--- src/rtl/ahblite_master_stage.sv ---
// ahblite_master_stage
//   Per-master front end of the 1-master-to-16-slave AHB-Lite matrix.
//   It decodes the master address into a one-hot slave request and drives
//   the gated address-phase signals that the slave stages consume. It tracks
//   the master's data phase and muxes HREADY/HRESP/HRDATA back. An address
//   that loses arbitration is parked in hold registers until its slave
//   accepts it. Unmapped accesses get the two-cycle ERROR response from the
//   built-in default slave.
//
// Ports
//   HCLK, HRESETN          clock, asynchronous active-low reset
//   HADDR..HMASTLOCK       master address-phase inputs
//   HREADY, HRESP, HRDATA  data-phase response to the master
//   GATED*                 live address-phase signals to the slave stages
//   ADDRSEL                one-hot address-phase slave request
//   DATASEL                one-hot slave owning the current data phase
//   PREVDATASLAVEREADY     current data phase completes this cycle
//   SADDRREADY             per-slave address-ready from the slave stages
//   SDATAREADY             per-slave data-ready from the slave stages
//   SHRESP, SHRDATA        per-slave response and read data (slave n at [32n+31:32n])

module ahblite_master_stage #(
  parameter logic [15:0] SLAVE_EN = 16'hFFFF,
  parameter int          DEC_MSB  = 31
) (
  input  logic         HCLK,
  input  logic         HRESETN,
  input  logic [31:0]  HADDR,
  input  logic [1:0]   HTRANS,
  input  logic         HWRITE,
  input  logic [2:0]   HSIZE,
  input  logic         HMASTLOCK,
  output logic         HREADY,
  output logic         HRESP,
  output logic [31:0]  HRDATA,
  output logic [31:0]  GATEDHADDR,
  output logic         GATEDHTRANS,
  output logic         GATEDHWRITE,
  output logic [2:0]   GATEDHSIZE,
  output logic         GATEDHMASTLOCK,
  output logic [15:0]  ADDRSEL,
  output logic [15:0]  DATASEL,
  output logic         PREVDATASLAVEREADY,
  input  logic [15:0]  SADDRREADY,
  input  logic [15:0]  SDATAREADY,
  input  logic [15:0]  SHRESP,
  input  logic [511:0] SHRDATA
);

  typedef enum logic [1:0] {
    D_NONE,
    D_SLAVE,
    D_ERR1,
    D_ERR2
  } dstate_t;

  dstate_t     dstate, dstate_nxt;
  logic [3:0]  dslv, dslv_nxt;
  logic        hold_valid, hold_valid_nxt;
  logic        hold_capture;
  logic [31:0] hold_addr;
  logic        hold_write;
  logic [2:0]  hold_size;
  logic        hold_lock;
  logic [3:0]  hold_slv;

  logic [3:0]  slv;
  logic        mapped;
  logic        valid;
  logic        req;
  logic        data_ok;

  // Only bit 1 of HTRANS matters here; BUSY and IDLE are treated alike.
  logic unused_htrans0;
  assign unused_htrans0 = HTRANS[0];

  // A parked address takes priority over whatever the master is presenting;
  // a parked transfer is by construction a valid one.
  assign slv    = hold_valid ? hold_slv : HADDR[DEC_MSB -: 4];
  assign mapped = SLAVE_EN[slv];
  assign valid  = hold_valid | HTRANS[1];
  assign req    = valid & mapped;

  assign GATEDHADDR     = hold_valid ? hold_addr  : HADDR;
  assign GATEDHWRITE    = hold_valid ? hold_write : HWRITE;
  assign GATEDHSIZE     = hold_valid ? hold_size  : HSIZE;
  assign GATEDHMASTLOCK = hold_valid ? hold_lock  : HMASTLOCK;
  assign GATEDHTRANS    = req;
  assign ADDRSEL        = req ? (16'd1 << slv) : 16'd0;

  assign PREVDATASLAVEREADY = data_ok;

  // Data-phase response mux and next-state decision. The master address is
  // only sampled when the master sees HREADY high, which can never happen
  // while an address is parked.
  always_comb begin
    HREADY         = 1'b1;
    HRESP          = 1'b0;
    HRDATA         = 32'd0;
    DATASEL        = 16'd0;
    data_ok        = 1'b1;
    dstate_nxt     = dstate;
    dslv_nxt       = dslv;
    hold_valid_nxt = hold_valid;
    hold_capture   = 1'b0;

    case (dstate)
      D_SLAVE: begin
        data_ok = SDATAREADY[dslv];
        HREADY  = SDATAREADY[dslv];
        HRESP   = SHRESP[dslv];
        HRDATA  = SHRDATA[{dslv, 5'd0} +: 32];
        DATASEL = 16'd1 << dslv;
      end
      D_ERR1: begin
        data_ok = 1'b0;
        HREADY  = 1'b0;
        HRESP   = 1'b1;
      end
      D_ERR2: begin
        HRESP   = 1'b1;
      end
      default: begin
        HREADY  = !hold_valid;
      end
    endcase

    if (hold_valid) begin
      // HREADY stays low in the release cycle; the master's own address
      // becomes live on the following cycle.
      if (SADDRREADY[slv]) begin
        hold_valid_nxt = 1'b0;
        dstate_nxt     = D_SLAVE;
        dslv_nxt       = slv;
      end
    end else if (HREADY) begin
      if (req && SADDRREADY[slv]) begin
        dstate_nxt = D_SLAVE;
        dslv_nxt   = slv;
      end else if (req) begin
        hold_capture   = 1'b1;
        hold_valid_nxt = 1'b1;
        dstate_nxt     = D_NONE;
      end else if (valid) begin
        dstate_nxt = D_ERR1;
      end else begin
        dstate_nxt = D_NONE;
      end
    end else if (dstate == D_ERR1) begin
      dstate_nxt = D_ERR2;
    end
  end

  // State and hold registers; reset abandons any transfer in flight.
  always_ff @(posedge HCLK or negedge HRESETN) begin
    if (!HRESETN) begin
      dstate     <= D_NONE;
      dslv       <= 4'd0;
      hold_valid <= 1'b0;
      hold_addr  <= 32'd0;
      hold_write <= 1'b0;
      hold_size  <= 3'd0;
      hold_lock  <= 1'b0;
      hold_slv   <= 4'd0;
    end else begin
      dstate     <= dstate_nxt;
      dslv       <= dslv_nxt;
      hold_valid <= hold_valid_nxt;
      if (hold_capture) begin
        hold_addr  <= HADDR;
        hold_write <= HWRITE;
        hold_size  <= HSIZE;
        hold_lock  <= HMASTLOCK;
        hold_slv   <= HADDR[DEC_MSB -: 4];
      end
    end
  end

endmodule

--- config.mk ---
export PLATFORM = sky130hd
export DESIGN_NAME = ahblite_master_stage
export DESIGN_NICKNAME = d
export VERILOG_FILES = /design/src/rtl/ahblite_master_stage.sv
export SDC_FILE = /design/constraint.sdc
export NUM_CORES = 1
export LEC_CHECK = 0
export CAP_MARGIN = 20
export CORE_AREA = 2 2 275 277
export DETAILED_ROUTE_END_ITERATION = 7
export DIE_AREA = 0 0 277 279
export GPL_TIMING_DRIVEN = 1
export PLACE_DENSITY = 0.43
export SYNTH_ARGS = -nofsm -noshare
export SYNTH_HDL_FRONTEND = slang
export SYNTH_SLANG_ARGS = --single-unit
--- constraint.sdc ---
create_clock -name HCLK -period 4.4 [get_ports HCLK]
set_input_delay 0.44 -clock HCLK [delete_from_list [all_inputs] [get_ports HCLK]]
set_output_delay 0.44 -clock HCLK [all_outputs]
set_load 0.03 [all_outputs]
**Word-level counts from Yosys, hierarchy flattened**

Memories as Yosys holds them, arrays and structs flattened.
Index checks and enable logic that the tools add are counted.

- Register bits: 48
- Memories: 1
- Input port bits: 601
- Bits in read-only memories: 16

- Bitwise logic cells: 2
- Reductions and logical operators: 8
- Mux-type cells: 35
- Magnitude comparators: 2
- Equal/unequal tests: 4
- Shift operators: 3

Memories:

| memory | words | width | rd ports | clocked after Yosys merged registers in | write ports | RTL line | source |
|---|---|---|---|---|---|---|---|
| (no name shown) | 16 | 1 | 1 | 0 | 0 | 80 | `assign mapped = SLAVE_EN[slv];` |

Operators by type and width:

| operator | number |
|---|---|
| variable part select 512 x 10 -> 32 bit | 1 |
| two-way mux 32 bit | 2 |
| two-way mux 16 bit | 2 |
| left shift 1 x 4 -> 16 bit, first input constant | 2 |
| two-way mux 4 bit | 5 |
| two-way mux 2 bit | 7 |
| binary-select mux 1 bit (select 4 bit) | 3 |
| two-way mux 1 bit | 12 |
| less-than comparator 4 x 5 -> 1 bit, second input constant | 2 |
| equality test 2 bit, second input constant | 2 |
| one-hot mux 1 bit (2 select lines) | 2 |
| nonzero test 2 bit | 2 |
| two-way mux 3 bit | 1 |
| one-hot mux 1 bit (3 select lines) | 1 |
| AND reduction 3 bit | 1 |
| nonzero test 3 bit | 1 |
| equality test 2 x 1 -> 1 bit, second input constant | 1 |
| != test 2 x 1 -> 1 bit, second input constant | 1 |
| AND reduction 2 bit | 1 |
| OR reduction 2 bit | 1 |
| AND 1 bit | 1 |
| logical AND 1 bit | 1 |
| zero test 1 bit | 1 |
| bitwise OR 1 bit | 1 |

**Logic depth before layout (Yosys ltp)**

Gate-level depths: netlist of run 1.

- Depth in word-level cells: 8
- Depth in mapped cells: 9

**Worst setup path before layout of run 1**

OpenSTA, ideal clock, no wires.

- Kind: flip-flop to output port
- From: register dslv[0]
- To: output port HRDATA[10]
- Slack: 1.407 ns
- Cell stages (with the launch flop): 7
- Arrival: 2.553 ns
- Buffers on the path: 3
- Cell sequence: dfrtp_1 > buf_2 > clkbuf_1 > buf_1 > mux4_2 > mux4_2 > and2_1

- Cells in the longest elaborated chain, start to end: 2

RTL lines:

| what | RTL line | source |
|---|---|---|
| from (decl) | 58 | `logic [3:0] dslv, dslv_nxt;` |
| from (signal assigned) | 167 | `dslv <= dslv_nxt;` |
| variable part select 512 x 10 -> 32 bit | 112 | `HRDATA = SHRDATA[{dslv, 5'd0} +: 32];` |
| two-way mux 32 bit | 107 | `case (dstate)` |
| to (decl) | 35 | `output logic [31:0] HRDATA,` |

No other way between the ends.

**Worst setup path after layout of run 1**

- From: register dslv[0]
- To: output port HRDATA[27]

Same word-level chain as after synthesis.

==> metrics.md, run 1 <==
| Metric | Value |
|---|---|
| Status | finished, final reports clean |
| CP required | 3.96 ns |
| Antenna violations before repair | 30 |
| CTS HTree Levels | 2 |
| Library cells used by synthesis | 46 |
| Initial core utilization | 9.498% |
| Design area | 15,470 sq um |
| Fillers | 8,021 |
| Area grow syn2layout | 119.9% |
| 1st-pass router iterations | 6 |
| Total Routed Length | 52.17 mm |
| Die Area | 77,280 sq um |
| Final Power | 8.206 mW |
| Primary FF master, synth | dfrtp_1 |
| Number of synthesized register bits | 44 |
| # setup viols final | 0 |
| Largest net degree at the start of global routing | 50 |
| Routed vias | 8,042 |
| Pwr Density | 530.3 nW/um^2 |
| Drt drc | 0 |
| Setup bufs post-CTS | 0 |
| Routability Congestion | 0.9083 |
| Post-Place Setup Slack | 0.5884 ns |
| Nets | 1,771 |
| Post-DP Area | 15,270 sq um |
| CTS tree | done |
| I/O pin total | 706 |
| Worst-margin pin slew | 0.9521 ns |
| First-pass GRT wire length | 70.39 mm |
| Site Rows | 100 |
| Chip Width | 277 um |
| Clock Path Buffers | 2 |
| Clk pin slew, worst setup/hold paths | 0.07 ns |
| Root Buffer | clkbuf_16 |
| Avg Cell Area, Syn | 14.24 sq um |
| Post-synth EDFFs | 0 |
| Worst Path Max Fanout | 26 |
| Routed len/inst | 24.25 um |
| Number of routed nets with antenna violations | 0 |
| Final Critical Period | 3.882 ns |
| Synth Net Count | 1,095 |
| Post-synthesis instance total | 494 |
| Max-cap violations | 0 |
| Rel. slew slack | 36.53% |
| Worst-Skew Late Latency | 0.30 ns |
| Worst hold-check path type | primary input to asynchronous set/reset pin |
| Fin Clk Skew | 0.007245 ns |
| Ys async rst share | 100.0% |
| Pins over their slew limit | 0 |
| Total CTS buffers | 5 |
| Final setup margin | 0.5183 ns |
| Hold_buf cts | 0 |
| Critical Path Start Type | flop |
| Max frequency | 0.2576 GHz |
| LEAKAGE | 5.309 nW |
| GRT overflow | 0 |
| Core area | 74,070 sq um |
| Total GRT Usage | 12.82% |
| Mapped Area | 7035 sq um |
| Post-CTS resize count | 0 |
| CTS sink cnt | 44 |
| Synth Warn # | 0 |
| PortBufs | 704 |
| Final hold violations | 0 |
| Starting DRC count in detailed routing | 331 |
| Final Cycle Share | 88.22% |
| Post-synthesis sequential area ratio | 15.65% |
| Die H | 279 um |
| RSZ-0062 raised after global routing | false |
| Vias in the first global route | 8,971 |
| Data arrival time of the worst path | 3.44 ns |
| Critical Path Sink Type | output port |
| Final TNS setup | 0 ns |
| Max VDD drop | 0.0001859 V |
| Fraction of layout cells with a size suffix above 1 | 24.85% |
| Kind of critical path | flop to output port |
| Post-DP HPWL | 45.61 mm |
| Via-per-instance ratio | 3.739 |
## routing by layer
| layer | track usage [%] | share of wire, % | vias up |
|---|---|---|---|
| met2 | 21.44 | 48 | 469 |
| met1 | 15.48 | 40 | 4016 |
| met5 | 0 | 0.28 | - |
| met3 | 4.711 | 9.8 | 62 |
| met4 | 3.358 | 2.3 | 24 |
| li1 | - | - | 3471 |
## cells in the final DEF (no fill, tap or decap), types with 2 or more instances in the layout
master	n
a211oi_1	2
dfrtp_4	3
mux2_2	48
nor3_1	10
diode_2	11
nand3b_1	5
and2_1	33
buf_4	17
clkdlybuf4s50_1	702
inv_1	2
nand2b_1	8
dfrtp_1	39
nand2_1	12
a21o_1	2
or4b_1	2
clkbuf_16	5
dfrtp_2	2
nor2_1	36
buf_12	5
mux4_2	168
nor2b_1	2
inv_2	2
mux2i_1	3
a21oi_1	2
a31oi_1	2
mux2_4	30
or3_1	3
## report_power, final
group	total, mW	switching, mW	internal (mW)
combinational	6.69	3.04	3.65
clock	0.464	0.193	0.271
sequential	1.06	0.439	0.617
total	8.21	3.67	4.54
## area by class of cell
class | instances | area [sq um] | area share, %
clock inverters | 3 | 46.29 | 0.2992
well taps | 969 | 1212 | 7.835
multi-input cells | 390 | 5673 | 36.66
diodes | 11 | 27.53 | 0.1779
flip-flops and latches | 44 | 1115 | 7.205
clock buffers | 5 | 125.1 | 0.8086
repair buffers | 725 | 7259 | 46.92
inverters | 4 | 15.01 | 0.09703
## worst max-delay path, cell delays in order (launching register included)
cell and delay, ns:
dfrtp_4 0.83, buf_4 0.43, mux4_2 0.56, mux4_2 0.48, and2_1 0.17, clkdlybuf4s50_1 0.64
## synthesized netlist by cell type, drive strengths merged, types with 2 or more instances
cell,number,area [sq um]
a211oi,2,15.01
a21o,2,15.01
a21oi,2,10.01
a311oi,2,23.77
a31oi,2,12.51
and2,33,206.5
buf,34,171.4
clkbuf,22,82.58
dfrtp,44,1101
inv,4,15.02
mux2,79,1002
mux2i,4,43.79
mux4,168,3784
nand2,12,45.04
nand2b,8,50.05
nand3b,5,37.54
nor2,36,135.1
nor2b,3,18.77
nor3,10,50.05
or3,3,18.77
or3b,2,17.52
or4b,2,20.02
## through the flow
step,std cells,hold slack [ns],util [%]
after floorplan,494,0.1444,-
after detailed placement,2132,0.4873,20.62
after CTS,2140,0.2642,20.85
after global routing,2144,0.3054,20.87
final,2151,0.2607,20.89
after global placement,2132,0.4861,20.62
## kinds of logic (layout without fill, tap and decap cells)
| kind of cell | count (synthesis) | count (layout) | share of synthesized area, % |
|---|---|---|---|
| multiplexers | 251 | 251 | 68.65 |
| buffers and inverters | 60 | 737 | 3.824 |
| other | 0 | 11 | 0 |
| flip-flops | 44 | 44 | 15.65 |
| AND/OR/NAND/NOR | 118 | 118 | 9.106 |
| AO/OA/AOI/OAI | 21 | 21 | 2.775 |
## sequential cells by signal, summed over array words and instances (netlist names)
signal,flops
hold_addr,32
dslv,4
hold_size,3
dstate,2
hold_lock,1
hold_valid,1
hold_write,1
## worst paths after layout
check | start | endpoint | slack, ns | cells after the start
worst max-delay path | dslv[0] | HRDATA[27] | 0.52 | 5
worst min-delay path | HRESETN | hold_size[0] | 0.26 | 2
max in group asynchronous | HRESETN | dslv[1] | 3.65 | 2
min in group HCLK | hold_addr[3] | hold_addr[3] | 0.51 | 1
worst max register to register | dslv[1] | hold_addr[3] | 1.08 | 7
worst min register to register | hold_addr[3] | hold_addr[3] | 0.51 | 1
No activity file was read; power rests on OpenSTA's default activity.
==> inputs of run 2 (changes only) <==
--- a/config.mk
+++ b/config.mk
@@ -6,11 +6,11 @@
 export NUM_CORES = 1
 export LEC_CHECK = 0
 export CAP_MARGIN = 20
-export CORE_AREA = 2 2 275 277
+export CORE_AREA = 2 2 273 275
 export DETAILED_ROUTE_END_ITERATION = 7
-export DIE_AREA = 0 0 277 279
+export DIE_AREA = 0 0 275 277
 export GPL_TIMING_DRIVEN = 1
-export PLACE_DENSITY = 0.43
+export PLACE_DENSITY = 0.44
 export SYNTH_ARGS = -nofsm -noshare
 export SYNTH_HDL_FRONTEND = slang
 export SYNTH_SLANG_ARGS = --single-unit
==> constraint.sdc (replaced) <==
create_clock -name HCLK -period 3.5 [get_ports HCLK]
set_input_delay 0.35 -clock HCLK [delete_from_list [all_inputs] [get_ports HCLK]]
set_output_delay 0.35 -clock HCLK [all_outputs]
set_load 0.03 [all_outputs]
==> run 2 against run 1 <==
  * Cell count up 0.23%
  * Sequential power up 8%
  * Die area down 1.4%
  * Clock skew up 0.0029 ns
  * Combinational power up 34%
  * Hold slack worse by 0.24 ns
  * Critical path depth unchanged
  * Global-route usage down 0.42 points
  * Sequential share of layout area down 0.094 points
  * Critical endpoint is now HRDATA[21]
  * Largest power group unchanged
  * Highest routed layer unchanged
==> metrics.md, run 2 (synthesis gave the netlist of run 1 again) <==
| Metric | Value |
|---|---|
| Total CTS buffers | 5 |
| Cell total after placement | 2,138 |
| Initial core utilization | 9.563% |
| Design area | 15,680 sq um |
| Die H | 277 um |
| Most used cell, CP | mux4_2 |
| Number of routed nets with antenna violations | 0 |
| Most common cell after layout, fill and taps aside | clkdlybuf4s50_1 |
| Largest Register | hold_addr |
| Vias in the first global route | 8,845 |
| Grt peak-use layer | met2 |
| Hold_buf cts | 0 |
| CTS sink cnt | 44 |
| First-pass GRT wire length | 67.35 mm |
| Worst reg2reg path endpoint | hold_addr[0] |
| Area grow syn2layout | 122.8% |
| Via-per-instance ratio | 3.745 |
| Antenna violations before repair | 23 |
| CP top delay family | multiplexers |
| Clk pin slew, worst setup/hold paths | 0.07 ns |
| Pins over their slew limit | 0 |
| Final hold violations | 0 |
| Post-DP HPWL | 43.74 mm |
| Worst path buffer plus inverter count | 2 |
| Worst-Skew Late Latency | 0.30 ns |
| Final TNS setup | 0 ns |
| Final Critical Period | 3.385 ns |
| Register-to-register setup slack | 0.39 ns |
| Data arrival time of the worst path | 3.03 ns |
| Starting DRC count in detailed routing | 493 |
| Site Rows | 100 |
| Nets | 1,783 |
| Met1 Use GR | 14.69% |
| I/O pin total | 706 |
| Root Buffer | clkbuf_16 |
| Critical Path Start Type | flop |
| Fraction of layout cells with a size suffix above 1 | 26.20% |
| Final Cycle Share | 96.71% |
| Max-cap violations | 0 |
| Core area | 73,570 sq um |
| Hold WS | 0.01949 ns |
| Max VDD drop | 0.0003901 V |
| Commonest non-fill, non-tap cells in the layout | clkdlybuf4s50_1, mux4_2, mux2_2, dfrtp_1, nor2_1 |
| Largest net degree at the start of global routing | 55 |
| Worst-margin pin slew | 0.5530 ns |
| Crit Reg-Reg Startpoint | dslv[0] |
| Max stage delay on crit path | 0.61 ns |
| R2r worst-path depth | 9 |
| Finished Layout Cells | 2,156 |
| Drt drc | 0 |
| Total GRT Usage | 12.40% |
| Routed len/inst | 23.49 um |
| GRT overflow | 0 |
| Met2 Use GR | 21.81% |
| RSZ-0062 raised after global routing | false |
| Rel. slew slack | 63.13% |
| Clock Path Buffers | 2 |
| Fin Clk Skew | 0.01013 ns |
| Top Registers | hold_addr: 32 flops, dslv: 4 flops, hold_size: 3 flops |
| Critical path's slowest cell | clkdlybuf4s50_1 |
| Post-DP Area | 15,390 sq um |
| LEAKAGE | 5.432 nW |
| CP required | 3.15 ns |
| CTS tree | done |
| Routability Congestion | 0.9322 |
| 1st-pass router iterations | 4 |
| Kind of critical path | flop to output port |
| Critical Path Sink Type | output port |
| CTS HTree Levels | 2 |
| Worst path cell trace | buf_16 -> mux4_2 -> mux4_2 -> and2_1 -> clkdlybuf4s50_1 |
| Worst hold-check path type | primary input to asynchronous set/reset pin |
| Met3 usage | 3.945% |
| Chip Width | 275 um |
| Routed vias | 8,075 |
| Pwr Density | 679.6 nW/um^2 |
| Total Routed Length | 50.65 mm |
| Status | finished, final reports clean |
| PortBufs | 704 |
| Worst Path Max Fanout | 32 |
| Max FFs per register | 32 |
| Max frequency | 0.2954 GHz |
| # setup viols final | 0 |
| Die Area | 76,180 sq um |
## run 2: changes by cell type in the layout (fill, tap and decap cells not counted)
cell / previous run / this run
buf_16: 0 / 2
buf_4: 17 / 25
clkdlybuf4s50_1: 702 / 695
buf_6: 0 / 1
clkbuf_16: 5 / 6
diode_2: 11 / 4
buf_12: 5 / 12
## run 2: per-stage QoR
stage / util [%] / worst slack [ns] / power [mW]
global placement: 20.92 / 0.2394 / 10.05
detailed placement: 20.92 / 0.2067 / 10.03
global route: 21.30 / 0.009837 / 11.22
floorplan: - / 0.5970 / 6.563
finish: 21.31 / 0.1153 / 10.65
CTS: 21.21 / 0.02350 / 10.72
## run 2: routing by layer
| metal | share of wire, % | wire length (um) | vias up |
|---|---|---|---|
| met2 | 49 | 25070 | 500 |
| met5 | 0.27 | 135 | - |
| met1 | 39 | 19620 | 4018 |
| li1 | - | - | 3479 |
| met3 | 9.8 | 4950 | 56 |
| met4 | 1.7 | 882 | 22 |
## run 2: final cells by class
type                            count  area (sq um)
Sequential cell                    44          1115
Antenna cell                        4         10.01
Timing Repair Buffer              737          7481
Multi-Input combinational cell    390          5673
Clock inverter                      3         46.29
Inverter                            4         15.01
Fill cell                        7914         57890
Tap cell                          969          1212
Clock buffer                        5         125.1
## run 2: what timing repair did
| action | CTS | global route |
|---|---|---|
| cloned | 0 | 1 |
| buffers inserted | 3 | 2 |
| gates resized for setup | 1 | 1 |
| endpoints found under the setup margin | 14 | 3 |
## run 2: worst max path at each step
stage | from | end | slack (ns) | depth (start not counted)
final | dslv[0] | HRDATA[21] | 0.12 | 5
after global routing | dslv[0] | HRDATA[24] | 0.01 | 6
after CTS | dslv[1] | PREVDATASLAVEREADY | 0.02 | 6
after detailed placement | HADDR[28] | hold_addr[14] | 0.21 | 8
after global placement | HADDR[28] | hold_addr[11] | 0.24 | 8
after floorplan | dslv[0] | HRDATA[10] | 0.60 | 6
## run 2: where the power goes
part | leakage [nW] | switching [mW] | internal [mW]
Clock | 0.0805 | 0.232 | 0.340
Sequential | 0.519 | 0.356 | 0.781
Combinational | 4.83 | 4.12 | 4.83
Total | 5.43 | 4.71 | 5.95
